<file path="src/rtl/mips_cpu_mem_arbiter.sv">
// Arbitrates the CPU fetch (I) and load/store (D) ports onto one waitrequest memory bus; MEM_ARB_RR_EN selects round-robin.
// Latency: request at edge N -> strobe after N -> ack after N+1, plus one cycle per wait state.
// Backpressure: m_waitrequest freezes all m_* fields; requesters hold req until their one-cycle ack.
module mips_cpu_mem_arbiter #(
    parameter int ADDR_W = 32,
    parameter int DATA_W = 32
) (
    input  logic                  clk,
    input  logic                  reset,
    input  logic                  i_req,
    input  logic [ADDR_W-1:0]     i_address,
    output logic [DATA_W-1:0]     i_readdata,
    output logic                  i_ack,
    input  logic                  d_req,
    input  logic                  d_write,
    input  logic [ADDR_W-1:0]     d_address,
    input  logic [DATA_W/8-1:0]   d_byteenable,
    input  logic [DATA_W-1:0]     d_writedata,
    output logic [DATA_W-1:0]     d_readdata,
    output logic                  d_ack,
    output logic [ADDR_W-1:0]     m_address,
    output logic                  m_read,
    output logic                  m_write,
    output logic [DATA_W/8-1:0]   m_byteenable,
    output logic [DATA_W-1:0]     m_writedata,
    input  logic [DATA_W-1:0]     m_readdata,
    input  logic                  m_waitrequest,
    output logic                  busy
);
    localparam int BE_W = DATA_W / 8;

    typedef enum logic [1:0] {IDLE, I_BUS, D_BUS} state_t;

    state_t              state, state_nxt;
    logic                m_read_nxt, m_write_nxt, i_ack_nxt, d_ack_nxt;
    logic [ADDR_W-1:0]   m_address_nxt;
    logic [BE_W-1:0]     m_byteenable_nxt;
    logic [DATA_W-1:0]   m_writedata_nxt, i_readdata_nxt, d_readdata_nxt;
    logic                i_elig, d_elig, grant_d;

    // A request still high during its own ack cycle is the old one, not a new one.
    assign i_elig = i_req & ~i_ack;
    assign d_elig = d_req & ~d_ack;

`ifdef MEM_ARB_RR_EN
    logic prio_d, prio_d_nxt;
    assign grant_d = d_elig & (~i_elig | prio_d);
`else
    assign grant_d = d_elig;
`endif

    always_comb begin
        state_nxt        = state;
        m_read_nxt       = m_read;
        m_write_nxt      = m_write;
        m_address_nxt    = m_address;
        m_byteenable_nxt = m_byteenable;
        m_writedata_nxt  = m_writedata;
        i_readdata_nxt   = i_readdata;
        d_readdata_nxt   = d_readdata;
        i_ack_nxt        = 1'b0;
        d_ack_nxt        = 1'b0;
`ifdef MEM_ARB_RR_EN
        prio_d_nxt       = prio_d;
`endif
        case (state)
            IDLE: begin
                if (grant_d) begin
`ifdef MEM_ARB_RR_EN
                    prio_d_nxt = 1'b0;
`endif
                    // No byte lanes means nothing to do on the bus: complete locally.
                    if (d_byteenable == '0) begin
                        d_ack_nxt      = 1'b1;
                        d_readdata_nxt = '0;
                    end else begin
                        state_nxt        = D_BUS;
                        m_read_nxt       = ~d_write;
                        m_write_nxt      = d_write;
                        m_address_nxt    = d_address;
                        m_byteenable_nxt = d_byteenable;
                        m_writedata_nxt  = d_writedata;
                    end
                end else if (i_elig) begin
`ifdef MEM_ARB_RR_EN
                    prio_d_nxt = 1'b1;
`endif
                    state_nxt        = I_BUS;
                    m_read_nxt       = 1'b1;
                    m_address_nxt    = i_address;
                    m_byteenable_nxt = '1;
                end
            end
            I_BUS: begin
                if (!m_waitrequest) begin
                    state_nxt      = IDLE;
                    m_read_nxt     = 1'b0;
                    i_readdata_nxt = m_readdata;
                    i_ack_nxt      = 1'b1;
                end
            end
            D_BUS: begin
                if (!m_waitrequest) begin
                    state_nxt      = IDLE;
                    m_read_nxt     = 1'b0;
                    m_write_nxt    = 1'b0;
                    d_readdata_nxt = m_write ? '0 : m_readdata;
                    d_ack_nxt      = 1'b1;
                end
            end
            default: state_nxt = IDLE;
        endcase
    end

    always_ff @(posedge clk or negedge reset) begin
        if (!reset) begin
            state        <= IDLE;
            m_read       <= 1'b0;
            m_write      <= 1'b0;
            m_address    <= '0;
            m_byteenable <= '0;
            m_writedata  <= '0;
            i_readdata   <= '0;
            d_readdata   <= '0;
            i_ack        <= 1'b0;
            d_ack        <= 1'b0;
            busy         <= 1'b0;
`ifdef MEM_ARB_RR_EN
            prio_d       <= 1'b1;
`endif
        end else begin
            state        <= state_nxt;
            m_read       <= m_read_nxt;
            m_write      <= m_write_nxt;
            m_address    <= m_address_nxt;
            m_byteenable <= m_byteenable_nxt;
            m_writedata  <= m_writedata_nxt;
            i_readdata   <= i_readdata_nxt;
            d_readdata   <= d_readdata_nxt;
            i_ack        <= i_ack_nxt;
            d_ack        <= d_ack_nxt;
            busy         <= (state_nxt != IDLE);
`ifdef MEM_ARB_RR_EN
            prio_d       <= prio_d_nxt;
`endif
        end
    end
endmodule

</file>
<file path="config.mk">
export PLATFORM = sky130hd
export DESIGN_NAME = mips_cpu_mem_arbiter
export DESIGN_NICKNAME = d
export VERILOG_FILES = /design/src/rtl/mips_cpu_mem_arbiter.sv
export SDC_FILE = /design/constraint.sdc
export NUM_CORES = 1
export LEC_CHECK = 0
export CORE_MARGIN = 5
export CORE_UTILIZATION = 45
export CTS_CLUSTER_DIAMETER = 50
export CTS_CLUSTER_SIZE = 14
export DETAILED_ROUTE_END_ITERATION = 7
export PLACE_DENSITY = 0.95
export SKIP_LAST_GASP = 1
export SYNTH_ARGS = -nofsm -noshare
export SYNTH_HDL_FRONTEND = slang
export SYNTH_SLANG_ARGS = --single-unit
</file>
<file path="constraint.sdc">
create_clock -name clk -period 4.92 [get_ports clk]
set_input_delay 0.984 -clock clk [delete_from_list [all_inputs] [get_ports clk]]
set_output_delay 0.984 -clock clk [all_outputs]
set_load 0.005 [all_outputs]
</file>
Yosys cells after proc, flatten, opt, wreduce, memory -nomap -nowiden. Cells that the tools add are included.

Register bits: 139. Latch bits: 0. Bits in writable memories: 0. ROM bits: 0. Input bits: 138. Output and inout bits: 137. Word-level logic and storage cells: 70. Memories kept: 0.

Add/sub/neg operators: 0. $mul: 0. Divide/modulo/power cells: 0. Order comparisons: 0. Eq/ne operators: 10. Shifts and indexed selects: 0. Multiplexer cells: 29. Bitwise gates (word level): 7. Reductions and logical operators: 13.

Operators with widths (number): 32-bit 2-to-1 mux (7); 32-bit one-hot mux with 2 select lines (1); 4-bit 2-to-1 mux (3); 2-bit inequality test (second input constant) (6); 4-bit AND reduction (3); 1-bit 2-to-1 mux (10); 2-bit 2-to-1 mux (4); 2-bit nonzero test (4); 3-bit inequality test (second input constant) (2); 1-bit one-hot mux with 2 select lines (3); 3-bit AND reduction (2); 1-bit inverter (5); 4-bit logical NOT (1); 2-bit one-hot mux with 2 select lines (1); 1-bit AND (2); 2-bit by 1-bit == test with 1-bit output (second input constant) (1); 2-bit == test (second input constant) (1); 2-bit logical NOT (1); 2-bit AND reduction (1); 2-bit OR reduction (1).

Depth between registers and ports, before layout.
Depth after elaboration: 6. Depth in mapped cells: 8. Depth with buffers taken out: 6.

Worst setup path before layout. OpenSTA, ideal clock, no wires.

Path type: input to register. Start point: input d_byteenable[2]. End point: register busy. Setup time: 124 ps. Data arrival time: 1984 ps. Required time: 4796 ps. Slack: 2812 ps. Stages on the path: 4. Buffers on the path: 0. Path through: or4_4 > nand3_4 > a221oi_2 > or2_1.

Word-level cells in the longest chain between the ends: 5.

RTL lines: from (decl) (RTL line 17) `input logic [DATA_W/8-1:0] d_byteenable,`; 4-bit logical NOT (RTL line 73) `if (d_byteenable == '0) begin`; 2-bit 2-to-1 mux (RTL line 73); 2-bit 2-to-1 mux (RTL line 68) `if (grant_d) begin`; 2-bit one-hot mux with 2 select lines (RTL line 66) `case (state)`; via state_nxt[1] (RTL line 34) `state_t state, state_nxt;`; 2-bit nonzero test (RTL line 142) `busy <= (state_nxt != IDLE);`; to (signal assigned) (RTL line 142); to (decl) (RTL line 28) `output logic busy`.

The timed path passes the listed nets, and every way through them passes these cells. A chain may end at the register's enable or synchronous reset.

Worst setup path in the final report.
Start point: input d_req. End point: register m_address[2].

Word-level cells in the longest chain between the ends: 3. Elaborated cells on any way between the ends: 5. Those cells by class: 1 x eq/ne; 1 x mux; 1 x bitwise; 2 x reduce/logical.

RTL lines: from (decl) (RTL line 14) `input logic d_req,`; 1-bit AND (*) (RTL line 43) `assign d_elig = d_req & ~d_ack;`; 2-bit inequality test (no source line) / 2-bit nonzero test (equally long branches); 3-bit AND reduction (no source line); to (signal assigned) (RTL line 135) `m_address <= m_address_nxt;`; to (decl) (RTL line 21) `output logic [ADDR_W-1:0] m_address,`.

Every way passes the cells marked *; elsewhere a longest branch is shown, timed or not.

==> impl_metrics.csv <==
group,metric,value,unit
status,status,"finished, final reports clean",
die,fp-row-count,42,
cells_and_area,nFillCells,918,
die,die_h,125,um
placement,hpwl,12.8,mm
synth,synthMuxAreaShare,11.4,%
timing,slew_headroom,37.2,%
job,maxCapViolCount,0,
synth,synth_fa_ha_area_share,0.838,%
timing,setup_viol,0,
synth,synth-seq-cells,139,
critical_path,cpLargestDelayFamily,"buffers and inverters",
clocking,cts_made_buffers,17,
clocking,cts_tree,"yes",
cells_and_area,final_cell_mix,"273 x clkdlybuf4s50_1, 162 x nand2_1, 139 x dfrtp_1",
route,final_antenna_net_count,0,
timing,max_freq,0.326,GHz
cells_and_area,stdcell_area,9420,um2
synth,ys_seq_area_share,58.2,%
clocking,cts_setup_buffers,0,
hold_path,hp-start,"m_writedata[21]",
critical_path,crit_path_end_kind,"flip-flop",
placement,port_buffers,274,
die,core_region_area,13100,um2
critical_path,worstPathMaxFanout,39,
timing,final.setup_skew,0.00696,ns
die,die_area,15700,um2
clocking,insertion_delay,0.42,ns
synth,synth_compound_area_share,7.62,%
synth,synth-edff-count,0,
critical_path,crit_path_start_kind,"input pin",
clocking,cts_sinks,139,
timing,tightestPinTransition,0.943,ns
critical_path,cp_common_cell,"buf_4",
critical_path,critPathBufInv,3,
critical_path,r2r_start,"state[1]",
synth,synth-simple-area-share,17.6,%
critical_path,max_stage_delay,0.53,ns
timing,finalSetupTns,0,ns
critical_path,crit_chain,"clkdlybuf4s50_1 > and2b_2 > buf_4 > nand3_4 > buf_4 > nand3_1 > o21ai_1",
clocking,clockRootBuffer,"clkbuf_16",
route,vias_per_cell,4.97,
placement,place_area,8780,um2
placement,pre_cts_slack,1.42,ns
die,start_util,45.5,%
synth,yosysUniqueCellTypes,39,
hold_path,hold_path_depth,2,
route,dr.first_iter.drc_count,193,
critical_path,r2r_setup_slack,2.38,ns
grt,grt_pass1_vias,5452,
clocking,cts_buffer_depth,2,
power_and_ir_drop,peakVddDrop,0.378,mV
placement,gp_congestion,0.839,
timing,fin_crit,3.07,ns
grt,grt.overflow.total,0,
synth,netlist_area,5980,um2
timing,final_hold_viol_count,0,
timing,finalCritPeriodShare,62.3,%
critical_path,reg2reg_depth,7,
synth,synth_xor_area_share,0,%
hold_path,hold_class,"flip-flop to flip-flop",
route,via_count,4994,
route,firstDrtPassIters,4,
critical_path,crit_start,"d_req",
route,routed_wl,17.6,mm
critical_path,reg2reg_to,"d_readdata[31]",
synth,synth_top_family_by_area,"simple AND/OR/NAND/NOR gates",
route,wl_per_cell,17.5,um
critical_path,critPathSlowestCell,"buf_4",
critical_path,critPathArrivalTime,3.35,ns
synth,synth-main-ff-cell,"dfrtp_1",
clocking,h-tree-depth,4,
grt,antenna_found_initial,0,
cells_and_area,diodes,0,
hold_path,min_to,"m_writedata[21]",
cells_and_area,post-route-util,71.7,%
synth,syn_nets,692,
power_and_ir_drop,powerDensity,609,nW/um2
grt,grt_max_degree,98,
grt,grt_pass1_wl,28.3,mm
clocking,holdBufCountCts,0,
critical_path,critPathKind,"input pin to flip-flop",
timing,rsz0062_at_grt,"no",
die,ios,275,
die,die_x,125,um
cells_and_area,layout.nets,957,
synth,ys_warn_count,0,
cells_and_area,area_delta_synth_final,57.7,%
timing,setup_slack,1.85,ns
cells_and_area,seqCellArea,3480,um2
cells_and_area,layout-drive-gt1-share,12.8,%
clocking,clk_pin_slew,0.05,ns
synth,syn_inst,550,
power_and_ir_drop,power_leakage,0.00414,uW
cells_and_area,multiInputGateArea,2260,um2
timing,holdWs,0.473,ns
cells_and_area,mostFrequentLayoutCell,"clkdlybuf4s50_1",
route,route.detailed.drc,0,
timing,slew_violations,0,
synth,syn_area_per_cell,10.9,um2
synth,async_flop_share,100,%
grt,grtUsageTotal,22.6,%
clocking,ctsResizeCount,0,
critical_path,required,5.20,ns
-- metal layers --
metal / wire [um] / vias up / GRT usage (%)
met4: 418 / 0 / 8.29
met3: 1660 / 27 / 9.72
met2: 8860 / 212 / 38.2
met5: 0 / - / 0
met1: 6620 / 2378 / 25.6
li1: - / 2377 / -
-- per-stage QoR --
stage	std cells	power (uW)
finish	1004	5740
floorplan	550	2940
CTS	1004	5800
global placement	972	4300
detailed placement	972	4400
global route	1004	6100
-- layout make-up --
cell class	instances	area share (%)
Sequential cell	139	36.9
Timing Repair Buffer	282	29.8
Multi-Input combinational cell	369	24.0
Clock buffer	22	5.03
Tap cell	176	2.34
Clock inverter	10	1.73
Inverter	6	0.239
-- report_power, final --
group,leakage [uW],internal [uW],switching (uW)
logic,0.00209,1380,1000
clock network,0.000307,890,478
registers,0.00174,1680,307
-- cell families (layout without fill, tap and decap cells) --
family / count (synthesis) / count (layout)
and+or+nand+nor: 223 / 223
DFF: 139 / 139
AOI/OAI and AO/OA: 78 / 78
muxes: 64 / 64
buffers and inverters: 42 / 320
adders and majority gates: 4 / 4
-- Yosys cell counts (3+ instances only) --
master    instances  area (um2)
o21ai_1          30         150
nand3_1          12        60.1
clkbuf_1          8        30.0
inv_1             5        18.8
o21ai_0          38         190
nand2_1         162         608
mux2_2           32         360
ha_1              4        50.1
nor3_1            9        45.0
dfrtp_1         139        3480
buf_2            14        70.1
nor2b_1           4        25.0
buf_4             4        30.0
buf_6             5        56.3
nor2_1            6        22.5
mux2i_1          32         320
clkbuf_2          3        15.0
nand3_2          20         200
nand2b_1          3        18.8
-- sequential cells by signal, summed over array words and instances, names as in the netlist --
name          cells
i_readdata       32
d_readdata       32
m_address        32
m_writedata      32
m_write           1
m_byteenable      4
d_ack             1
m_read            1
busy              1
i_ack             1
state             2
-- worst max path at each step --
stage,cells after the start,end
5_1_grt,7,m_address[27]
4_1_cts,7,m_address[2]
3_5_place_dp,7,m_address[31]
2_1_floorplan,4,busy
3_3_place_gp,7,m_address[26]
6_report,7,m_address[2]
-- worst reg2reg max path: stages (launching register included) --
cell and delay, ns:
dfrtp_1 0.40, inv_1 0.13, ha_1 0.37, inv_2 0.17
o221ai_4 0.77, buf_4 0.40, nand2_1 0.09, o21ai_0 0.10
(Power assumes the default switching activity.)
